$ cat src/rtl/control_pkg.sv
// Shared types for the hardwired control sequencer: step states, opcode
// encodings, ALU operation codes and the per-step strobe bundle.
package control_pkg;

  typedef enum logic [3:0] {
    IDLE = 4'd0,
    T0   = 4'd1,
    T1   = 4'd2,
    T2   = 4'd3,
    T3   = 4'd4,
    T4   = 4'd5,
    T5   = 4'd6,
    T6   = 4'd7,
    T7   = 4'd8,
    HALT = 4'd9
  } state_t;

  localparam logic [4:0] OP_LD   = 5'b00000;
  localparam logic [4:0] OP_LDI  = 5'b00001;
  localparam logic [4:0] OP_ST   = 5'b00010;
  localparam logic [4:0] OP_ADD  = 5'b00011;
  localparam logic [4:0] OP_SUB  = 5'b00100;
  localparam logic [4:0] OP_AND  = 5'b01010;
  localparam logic [4:0] OP_OR   = 5'b01011;
  localparam logic [4:0] OP_ADDI = 5'b01100;
  localparam logic [4:0] OP_ANDI = 5'b01101;
  localparam logic [4:0] OP_ORI  = 5'b01110;
  localparam logic [4:0] OP_NOP  = 5'b11010;
  localparam logic [4:0] OP_HALT = 5'b11011;

  typedef enum logic [3:0] {
    ALU_ADD = 4'd0,
    ALU_SUB = 4'd1,
    ALU_AND = 4'd2,
    ALU_OR  = 4'd3
  } alu_op_t;

  // Opcodes grouped by the shape of their execute sequence.
  typedef enum logic [2:0] {
    CLS_NOP,
    CLS_RTYPE,
    CLS_IMM,
    CLS_LDI,
    CLS_LD,
    CLS_ST,
    CLS_HALT
  } op_class_t;

  typedef struct packed {
    logic    pc_out;
    logic    pc_in;
    logic    inc_pc;
    logic    mar_in;
    logic    mdr_in;
    logic    mdr_out;
    logic    ir_in;
    logic    y_in;
    logic    z_in;
    logic    zlow_out;
    logic    c_out;
    logic    read;
    logic    write;
    logic    gra;
    logic    grb;
    logic    grc;
    logic    r_in;
    logic    r_out;
    logic    ba_out;
    logic    run;
    alu_op_t alu_op;
  } strobes_t;

  // Unlisted opcodes fall into CLS_NOP.
  function automatic op_class_t op_class(input logic [4:0] op);
    case (op)
      OP_ADD, OP_SUB, OP_AND, OP_OR: op_class = CLS_RTYPE;
      OP_ADDI, OP_ANDI, OP_ORI:      op_class = CLS_IMM;
      OP_LDI:                        op_class = CLS_LDI;
      OP_LD:                         op_class = CLS_LD;
      OP_ST:                         op_class = CLS_ST;
      OP_HALT:                       op_class = CLS_HALT;
      default:                       op_class = CLS_NOP;
    endcase
  endfunction

  // ALU operation for arithmetic/logic opcodes; address math uses ADD.
  function automatic alu_op_t op_alu(input logic [4:0] op);
    case (op)
      OP_SUB:          op_alu = ALU_SUB;
      OP_AND, OP_ANDI: op_alu = ALU_AND;
      OP_OR, OP_ORI:   op_alu = ALU_OR;
      default:         op_alu = ALU_ADD;
    endcase
  endfunction

endpackage

$ cat src/rtl/control_step_decode.sv
// Combinational Moore decode of (control step, opcode) into the datapath,
// memory and register-select strobes.
module control_step_decode
  import control_pkg::*;
(
  input  state_t     state,
  input  logic [4:0] opcode,
  output strobes_t   strobes
);

  op_class_t cls;

  // Decode the strobe set for the current step of the current instruction.
  always_comb begin
    // NOTE: every output gets a default before the case so no path leaves
    // a signal unassigned, which would otherwise infer a latch.
    strobes        = '0;
    strobes.alu_op = ALU_ADD;
    cls            = op_class(opcode);
    strobes.run    = (state != IDLE) && (state != HALT);

    case (state)
      T0: begin
        strobes.pc_out = 1'b1;
        strobes.mar_in = 1'b1;
        strobes.inc_pc = 1'b1;
        strobes.z_in   = 1'b1;
      end
      T1: begin
        strobes.zlow_out = 1'b1;
        strobes.pc_in    = 1'b1;
        strobes.read     = 1'b1;
        strobes.mdr_in   = 1'b1;
      end
      T2: begin
        strobes.mdr_out = 1'b1;
        strobes.ir_in   = 1'b1;
      end
      T3: begin
        case (cls)
          CLS_RTYPE, CLS_IMM: begin
            strobes.grb   = 1'b1;
            strobes.r_out = 1'b1;
            strobes.y_in  = 1'b1;
          end
          CLS_LDI, CLS_LD, CLS_ST: begin
            strobes.grb    = 1'b1;
            strobes.ba_out = 1'b1;
            strobes.y_in   = 1'b1;
          end
          default: ;
        endcase
      end
      T4: begin
        case (cls)
          CLS_RTYPE: begin
            strobes.grc    = 1'b1;
            strobes.r_out  = 1'b1;
            strobes.z_in   = 1'b1;
            strobes.alu_op = op_alu(opcode);
          end
          CLS_IMM: begin
            strobes.c_out  = 1'b1;
            strobes.z_in   = 1'b1;
            strobes.alu_op = op_alu(opcode);
          end
          CLS_LDI, CLS_LD, CLS_ST: begin
            strobes.c_out = 1'b1;
            strobes.z_in  = 1'b1;
          end
          default: ;
        endcase
      end
      T5: begin
        case (cls)
          CLS_RTYPE, CLS_IMM, CLS_LDI: begin
            strobes.zlow_out = 1'b1;
            strobes.gra      = 1'b1;
            strobes.r_in     = 1'b1;
          end
          CLS_LD, CLS_ST: begin
            strobes.zlow_out = 1'b1;
            strobes.mar_in   = 1'b1;
          end
          default: ;
        endcase
      end
      T6: begin
        case (cls)
          CLS_LD: begin
            strobes.read   = 1'b1;
            strobes.mdr_in = 1'b1;
          end
          CLS_ST: begin
            strobes.gra    = 1'b1;
            strobes.r_out  = 1'b1;
            strobes.mdr_in = 1'b1;
          end
          default: ;
        endcase
      end
      T7: begin
        case (cls)
          CLS_LD: begin
            strobes.mdr_out = 1'b1;
            strobes.gra     = 1'b1;
            strobes.r_in    = 1'b1;
          end
          CLS_ST: strobes.write = 1'b1;
          default: ;
        endcase
      end
      default: ;
    endcase
  end

endmodule

$ cat src/rtl/control_sequencer.sv
// Hardwired control-step FSM: fetch (T0-T2) followed by an opcode-specific
// execute sequence. Optional macro CTRL_MEM_WAIT_EN makes the memory steps
// (fetch T1, ld T6, st T7) stall until mem_ready.
module control_sequencer
  import control_pkg::*;
#(
  parameter int DATA_WIDTH = 32
) (
  input  logic                  clock,
  input  logic                  reset_n,
  input  logic [DATA_WIDTH-1:0] IR_data,
  input  logic                  mem_ready,
  output logic                  PCout,
  output logic                  PCin,
  output logic                  IncPC,
  output logic                  MARin,
  output logic                  MDRin,
  output logic                  MDRout,
  output logic                  IRin,
  output logic                  Yin,
  output logic                  Zin,
  output logic                  Zlowout,
  output logic                  Cout,
  output logic                  Read,
  output logic                  Write,
  output logic                  Gra,
  output logic                  Grb,
  output logic                  Grc,
  output logic                  Rin,
  output logic                  Rout,
  output logic                  BAout,
  output logic [3:0]            alu_op,
  output logic                  Run
);

  state_t     state;
  state_t     state_next;
  logic [4:0] opcode_q;
  logic [4:0] ir_opcode;
  logic [4:0] cur_opcode;
  op_class_t  cur_class;
  logic       mem_wait;
  strobes_t   strobes;
  logic       unused_ir_bits;

  assign ir_opcode      = IR_data[DATA_WIDTH-1 -: 5];
  assign unused_ir_bits = ^IR_data[DATA_WIDTH-6:0];

  // IR is loaded at the end of T2, so T3 decodes it directly; later steps
  // use the copy latched when T3 ends.
  assign cur_opcode = (state == T3) ? ir_opcode : opcode_q;
  assign cur_class  = op_class(cur_opcode);

`ifdef CTRL_MEM_WAIT_EN
  assign mem_wait = !mem_ready &&
                    ((state == T1) ||
                     (state == T6 && cur_class == CLS_LD) ||
                     (state == T7 && cur_class == CLS_ST));
`else
  logic unused_mem_ready;
  assign unused_mem_ready = mem_ready;
  assign mem_wait         = 1'b0;
`endif

  // State register; reset abandons any instruction in flight.
  always_ff @(posedge clock or negedge reset_n) begin
    // NOTE: sequential state is updated with non-blocking assignments so
    // every register samples pre-edge values regardless of block order.
    if (!reset_n) state <= IDLE;
    else          state <= state_next;
  end

  // Opcode latch, loaded once per instruction at the end of T3.
  always_ff @(posedge clock or negedge reset_n) begin
    if (!reset_n)           opcode_q <= OP_NOP;
    else if (state == T3)   opcode_q <= ir_opcode;
  end

  // Next-step selection, including stalls on memory steps.
  always_comb begin
    state_next = state;
    case (state)
      IDLE: state_next = T0;
      T0:   state_next = T1;
      T1:   if (!mem_wait) state_next = T2;
      T2:   state_next = T3;
      T3: begin
        case (cur_class)
          CLS_HALT: state_next = HALT;
          CLS_NOP:  state_next = T0;
          default:  state_next = T4;
        endcase
      end
      T4:   state_next = T5;
      T5:   state_next = (cur_class == CLS_LD || cur_class == CLS_ST) ? T6 : T0;
      T6:   if (!mem_wait) state_next = T7;
      T7:   if (!mem_wait) state_next = T0;
      HALT: state_next = HALT;
      default: state_next = IDLE;
    endcase
  end

  control_step_decode u_decode (
    .state   (state),
    .opcode  (cur_opcode),
    .strobes (strobes)
  );

  // Drive the output ports from the decoded strobe bundle.
  always_comb begin
    PCout   = strobes.pc_out;
    PCin    = strobes.pc_in;
    IncPC   = strobes.inc_pc;
    MARin   = strobes.mar_in;
    MDRin   = strobes.mdr_in;
    MDRout  = strobes.mdr_out;
    IRin    = strobes.ir_in;
    Yin     = strobes.y_in;
    Zin     = strobes.z_in;
    Zlowout = strobes.zlow_out;
    Cout    = strobes.c_out;
    Read    = strobes.read;
    Write   = strobes.write;
    Gra     = strobes.gra;
    Grb     = strobes.grb;
    Grc     = strobes.grc;
    Rin     = strobes.r_in;
    Rout    = strobes.r_out;
    BAout   = strobes.ba_out;
    alu_op  = strobes.alu_op;
    Run     = strobes.run;
  end

endmodule

$ cat config.mk
export PLATFORM = sky130hd
export DESIGN_NAME = control_sequencer
export DESIGN_NICKNAME = d
export VERILOG_FILES = /design/src/rtl/control_pkg.sv /design/src/rtl/control_step_decode.sv /design/src/rtl/control_sequencer.sv
export SDC_FILE = /design/constraint.sdc
export NUM_CORES = 1
export LEC_CHECK = 0
export ABC_AREA = 0
export CAP_MARGIN = 15
export CELL_PAD_IN_SITES_DETAIL_PLACEMENT = 1
export CELL_PAD_IN_SITES_GLOBAL_PLACEMENT = 2
export CORE_ASPECT_RATIO = 1.4
export CORE_MARGIN = 10
export CORE_UTILIZATION = 20
export CTS_CLUSTER_SIZE = 8
export DETAILED_ROUTE_END_ITERATION = 12
export PLACE_DENSITY_LB_ADDON = 0.15
export REMOVE_ABC_BUFFERS = 1
export SLEW_MARGIN = 20
export SYNTH_ARGS = -nofsm -noshare
export SYNTH_HDL_FRONTEND = slang
export SYNTH_HIERARCHICAL = 1
export SYNTH_SLANG_ARGS = --single-unit
export TNS_END_PERCENT = 10
$ cat constraint.sdc
create_clock -name clock -period 3.57 [get_ports clock]
set_input_delay 0.5355 -clock clock [delete_from_list [all_inputs] [get_ports clock]]
set_output_delay 0.5355 -clock clock [all_outputs]
set_load 0.02 [all_outputs]
# Word level (Yosys, flattened, before mapping)
# Memory sizes are Yosys's and may differ from the RTL's.
# Cells that the tools add are included.
# word_totals
register_bits	9
latchBits	0
ram_bits	0
romBits	192
inputBits	35
wordCells	74
mem_count	2
# mem_list
memory	words	width	read_ports	rd_clocked_by_memory_dff	wr	line_no	rtl
(no name shown)	32	3	1	0	0	control_pkg.sv:75	case (op)
(no name shown)	32	3	1	0	0	control_pkg.sv:75	
# op_classes
addsub	0
multipliers	0
div_mod_pow	0
order_cmp	0
n_eq_ne	23
shift	0
mux	33
n_bitwise	0
reduce_logical	14
# ops
cell	n
$pmux W4 S9	1
$eq A5 B4 Y1 const B	4
$mux W1	17
$eq A4 B3 Y1 const B	4
$eq A3 B3 Y1 const B	5
$pmux W1 S2	7
$reduce_or A2 Y1	5
$eq A4 B2 Y1 const B	2
$eq A4 B4 Y1 const B	2
$pmux W4 S2	1
$eq A3 B2 Y1 const B	2
$pmux W1 S3	2
$pmux W2 S3	1
$reduce_or A3 Y1	2
$eq A5 B3 Y1 const B	1
$mux W5	1
$reduce_or A5 Y1	1
$eq A4 B1 Y1 const B	1
$logic_not A4 Y1	1
$mux W4	1
$ne A4 B4 Y1 const B	1
$reduce_bool A4 Y1	1
$reduce_or A4 Y1	1
$eq A3 B1 Y1 const B	1
5 further kinds	5

# Logic depth before layout (Yosys ltp)
# logic_depth
depth_word	7
ltp_mapped	9

# Hierarchy
# Netlist, hierarchy kept.
# modules_own_cells
mod	instances	cells_per_inst	area_per_inst_um2
control_step_decode	1	76	515.5
control_sequencer	1	47	493.0

# Worst setup path before layout
# Ideal clock, no wire load.
# synth_timing
path_kind	flip-flop to output port
startpoint	register state[1]
endpoint	output Yin
t_arrival_ns	2.981
path_slack_ns	0.054
path_stages_with_launch	10
n_path_buf	3
path_cell_list	dfrtp_1 > clkbuf_2 > nor4b_2 > mux2_2 > buf_6 > nor2_1 > o21ai_1 > a221o_1 > nor4_2 > buf_4
# synth_via
elab_chain_len	7
# synth_rtl
element	line_no	rtl
from (decl)	control_sequencer.sv:36	state_t state;
from (signal assigned)	control_sequencer.sv:70	else state <= state_next;
$eq A4 B3 Y1 (*)	control_sequencer.sv:51	assign cur_opcode = (state == T3) ? ir_opcode : opcode_q;
$mux W5 (*)	n/a	
via cur_opcode[0]	control_sequencer.sv:40	logic [4:0] cur_opcode;
$mem_v2 Z32 W3 (*)	n/a	
$eq A3 B1 Y1 (tied with other cells)	n/a	
$reduce_or A5 Y1 (no source line) (*)	n/a	
$mux W1 (*) (2 in series)	n/a	
to (decl)	control_sequencer.sv:20	output logic Yin,
# The timed path passes the listed nets; every way through them passes the cells marked *.

# Worst setup path in the final report
# layout_timing
startpoint	register state[1]
endpoint	output Rout
# layout_via
elab_chain_len	7
# layout_rtl
element	line_no	rtl
$eq A4 B3 Y1 (*)	control_sequencer.sv:51	
$mux W5 (*)	n/a	
via cur_opcode[4]	control_sequencer.sv:40	
$mem_v2 Z32 W3 (*)	n/a	
$eq A3 B1 Y1 or $eq A3 B2 Y1 (tied branches)	control_step_decode.sv:40, control_step_decode.sv:55	
$reduce_or A2 Y1 (no source line)	n/a	
$mux W1	control_step_decode.sv:40	case (cls)
$pmux W1 S3 (*)	control_step_decode.sv:22	case (state)
to (decl)	control_sequencer.sv:30	output logic Rout,
# Marked as above.

==> PnR_summary.wiki <==
{| class="wikitable"
! Metric !! Value
|-
| Outcome || finished clean
|-
| Cell Count Post-Placement || 212
|-
| Drt wl/cell || 15.4 um
|-
| Register-to-register path setup slack || around 1.8 ns
|-
| Port buffer count || 28
|-
| Number of clock sinks || 9
|-
| Worst supply voltage drop on vdd || 0.270 mV
|-
| Power Density || between 900 and 1000 nW/um^2
|-
| Final Routed Wirelength || 3.32 mm
|-
| FF-to-FF Start || opcode_q[2]$_DFF_PN0_
|-
| Vias in the first global route || 1121
|-
| Worst reg2reg path endpoint || state[2]$_DFF_PN0_
|-
| Share of synthesized registers carrying an async set or reset || 1.00
|-
| Rel. slew slack || 0.668
|-
| Number of buffers inserted during clock tree synthesis || 3
|-
| Wire length of the first global-routing pass || 5.58 mm
|-
| Final ANT Viol Nets || 0
|-
| Number of buffers inserted by hold repair at cts || 0
|-
| 1st-pass router iterations || 4
|-
| Crit path max-delay cell type || sky130_fd_sc_hd__clkdlybuf4s50_1
|-
| Max-Cap Viols || 0
|-
| Share of Yosys cell area claimed by the top area cell type || 0.149
|-
| Critical path, cell by cell || nor4b_2 -> buf_4 -> mux2_2 -> or3_4 -> o41ai_2 -> clkdlybuf4s50_1
|-
| Global placement routability congestion || 0.737
|-
| Synthesis Warnings || 6
|-
| Largest delay contributor family on the critical path || buffers and inverters
|-
| Post-CTS clock slew at the launch and capture registers of the worst setup and hold paths || 0.04 ns
|-
| EDFF count, synth || 0
|-
| Width of the die || 80.0 um
|-
| Final worst path period need || 3.43 ns
|-
| Sequential share of the synthesized area || 0.227
|-
| Leak || 0.000653 uW
|-
| Clk Latency, worst-skew pair || 0.23 ns
|-
| Category of the worst setup path capture point || output pin
|-
| Synthesized area per cell || a little over 8 um^2
|-
| Reg2reg path depth || 4
|-
| Number of H-tree levels || 1
|-
| Library cell occupying the most area in the post-synthesis netlist || sky130_fd_sc_hd__dfrtp_1
|-
| Fill cell count || 598
|-
| CTS tree || done
|-
| Setup repair after global routing missed its margin || no
|-
| Total of flip-flops plus latches after synthesis || 9
|-
| # IOs || 59
|-
| Share of final-layout standard cells stronger than drive strength 1 || 0.230
|-
| Maximum clock skew at final layout || 0.00138 ns
|-
| Accumulated negative setup slack || 0 ns
|-
| Number of diodes || 0
|-
| Number of design rule violations left after detail routing || 0
|-
| Initial DRC Count || between 50 and 60
|-
| Post-layout instance count excluding filler cells || 216
|-
| Final global-route overflow total || 0
|-
| Maximum fanout count along the critical path || 7
|-
| Top post-synthesis cells by area || sky130_fd_sc_hd__dfrtp_1 15%, sky130_fd_sc_hd__dfstp_2 7.8%, sky130_fd_sc_hd__mux2_2 4.5%, sky130_fd_sc_hd__nand2_1 4.1%, sky130_fd_sc_hd__buf_4 3.7%
|-
| Setup crit start kind || flip-flop
|-
| Setup fix buffers added after clock tree synthesis || 0
|-
| Post_cts resized || 2
|-
| Sum of buffers and inverters on the critical path || 2
|-
| Final Max Tran Viols || 0
|-
| Layout Nets || 188
|-
| Slew @ Worst Pin || ~0.5 ns
|-
| WS Path Type || flip-flop to output pin
|-
| Post-synthesis instance total || 123
|-
| Yosys cell types || 53
|-
| Global-route usage over all layers || 0.0823
|-
| Commonest register cell after synthesis || sky130_fd_sc_hd__dfrtp_1
|-
| Placeable core region || 4880 um^2
|-
| Detail-routed via count per cell || 4.81
|-
| Die Ht || roughly 100 um
|-
| Via Count || 1038
|-
| Mapped cell area || 1010 um^2
|-
| Pin count of the biggest net entering global routing || 21
|-
| Die Area || ~8300 um^2
|-
| Slowest stage delay, CP || roughly 0.66 ns
|-
| Most frequently used cell type in the post-synthesis netlist || sky130_fd_sc_hd__nand2_1
|-
| Critical path arrival || between 2 and 3 ns
|-
| Synthesis-to-layout area growth || 40.2%
|-
| Worst EP required || ~3.0 ns
|-
| Number of failing hold endpoints at the final stage || 0
|-
| Max Buffers Root-to-Sink || 2
|-
| Maximum operating frequency || about 290 MHz
|-
| Antenna violations before repair || 0
|-
| Post-DP HPWL || roughly 2.7 mm
|-
| Floorplan row count || 30
|-
| Initial Utilization || 0.207
|-
| Post-route clock period utilization || 0.961
|-
| Clock Tree Root || sky130_fd_sc_hd__clkbuf_8
|-
| Hold WC Path Type || primary input to asynchronous set/reset pin
|-
| Commonest cells in the netlist || 11 x sky130_fd_sc_hd__nand2_1, 10 x sky130_fd_sc_hd__nor2_1, 7 x sky130_fd_sc_hd__a21oi_1
|-
| Final setup fails || 0
|}
[cell families after synthesis]
group,share of synthesized area
AND/OR/NAND/NOR,0.346
AO/OA/AOI/OAI,0.212
buffers and inverters,0.112
flip-flops,0.227
XOR/XNOR,0.0347
multiplexers,0.0447
adder cells (fa/ha/maj),0.0199
other,0.00372
[through the flow]
stage	utilization	hold slack [ns]	total power, uW	cell area (um^2)	setup slack (ns)
6_report	0.290	0.610	1290	1410	0.141
4_1_cts	0.286	0.622	1320	1400	0.0246
5_1_grt	0.290	0.648	1410	1410	0.0143
3_3_place_gp	0.277	0.622	1190	1350	0.141
3_5_place_dp	0.277	0.636	1200	1350	0.114
2_1_floorplan	-	0.240	820	918	0.0539
[how the worst max path moves through the flow]
stage                             from  endpoint  slack (ns)  depth (start not counted)
CTS                 state[1]$_DFF_PN0_       Zin        0.02                          8
global placement           IR_data[27]       Yin        0.14                          7
finish              state[1]$_DFF_PN0_      Rout        0.14                          6
detailed placement         IR_data[27]       Yin        0.11                          7
floorplan           state[2]$_DFF_PN0_       Grb        0.05                          6
global route        state[1]$_DFF_PN0_      Rout        0.01                          6
[final cells by class]
cell class / count / area (um^2) / area share
Tap cell: 64 / 80.1 / 0.0566
Timing Repair Buffer: 38 / 370 / 0.262
Multi-Input combinational cell: 96 / 671 / 0.474
Sequential cell: 9 / 229 / 0.162
Clock buffer: 4 / 45.0 / 0.0319
Inverter: 5 / 18.8 / 0.0133
[cell usage in the layout, fill, tap and decap left out, types with 4 or more instances in the layout]
cell type | Yosys | routed
sky130_fd_sc_hd__mux2_2 | 4 | 4
sky130_fd_sc_hd__nor2_1 | 10 | 10
sky130_fd_sc_hd__nand2b_1 | 5 | 5
sky130_fd_sc_hd__dlymetal6s2s_1 | 0 | 7
sky130_fd_sc_hd__nand2_1 | 11 | 11
sky130_fd_sc_hd__dfrtp_1 | 6 | 6
sky130_fd_sc_hd__clkdlybuf4s50_1 | 0 | 19
sky130_fd_sc_hd__buf_4 | 5 | 10
sky130_fd_sc_hd__inv_1 | 5 | 5
sky130_fd_sc_hd__a21oi_1 | 7 | 7
[registers in the layout, summed over array words and instances, names as in the netlist]
name      count
opcode_q      5
state         4
[per-layer routing]
layer  share of wire  track usage
met1            0.39       0.0840
met2            0.55        0.149
met3           0.050       0.0277
met5               0            0
met4          0.0090       0.0265
[where the power goes]
| group | internal, uW | switching [uW] |
|---|---|---|
| clock network | 77.4 | 36.2 |
| logic | 398 | 571 |
| registers | 166 | 36.4 |
Note: power is estimated with default switching activity, not from simulation.
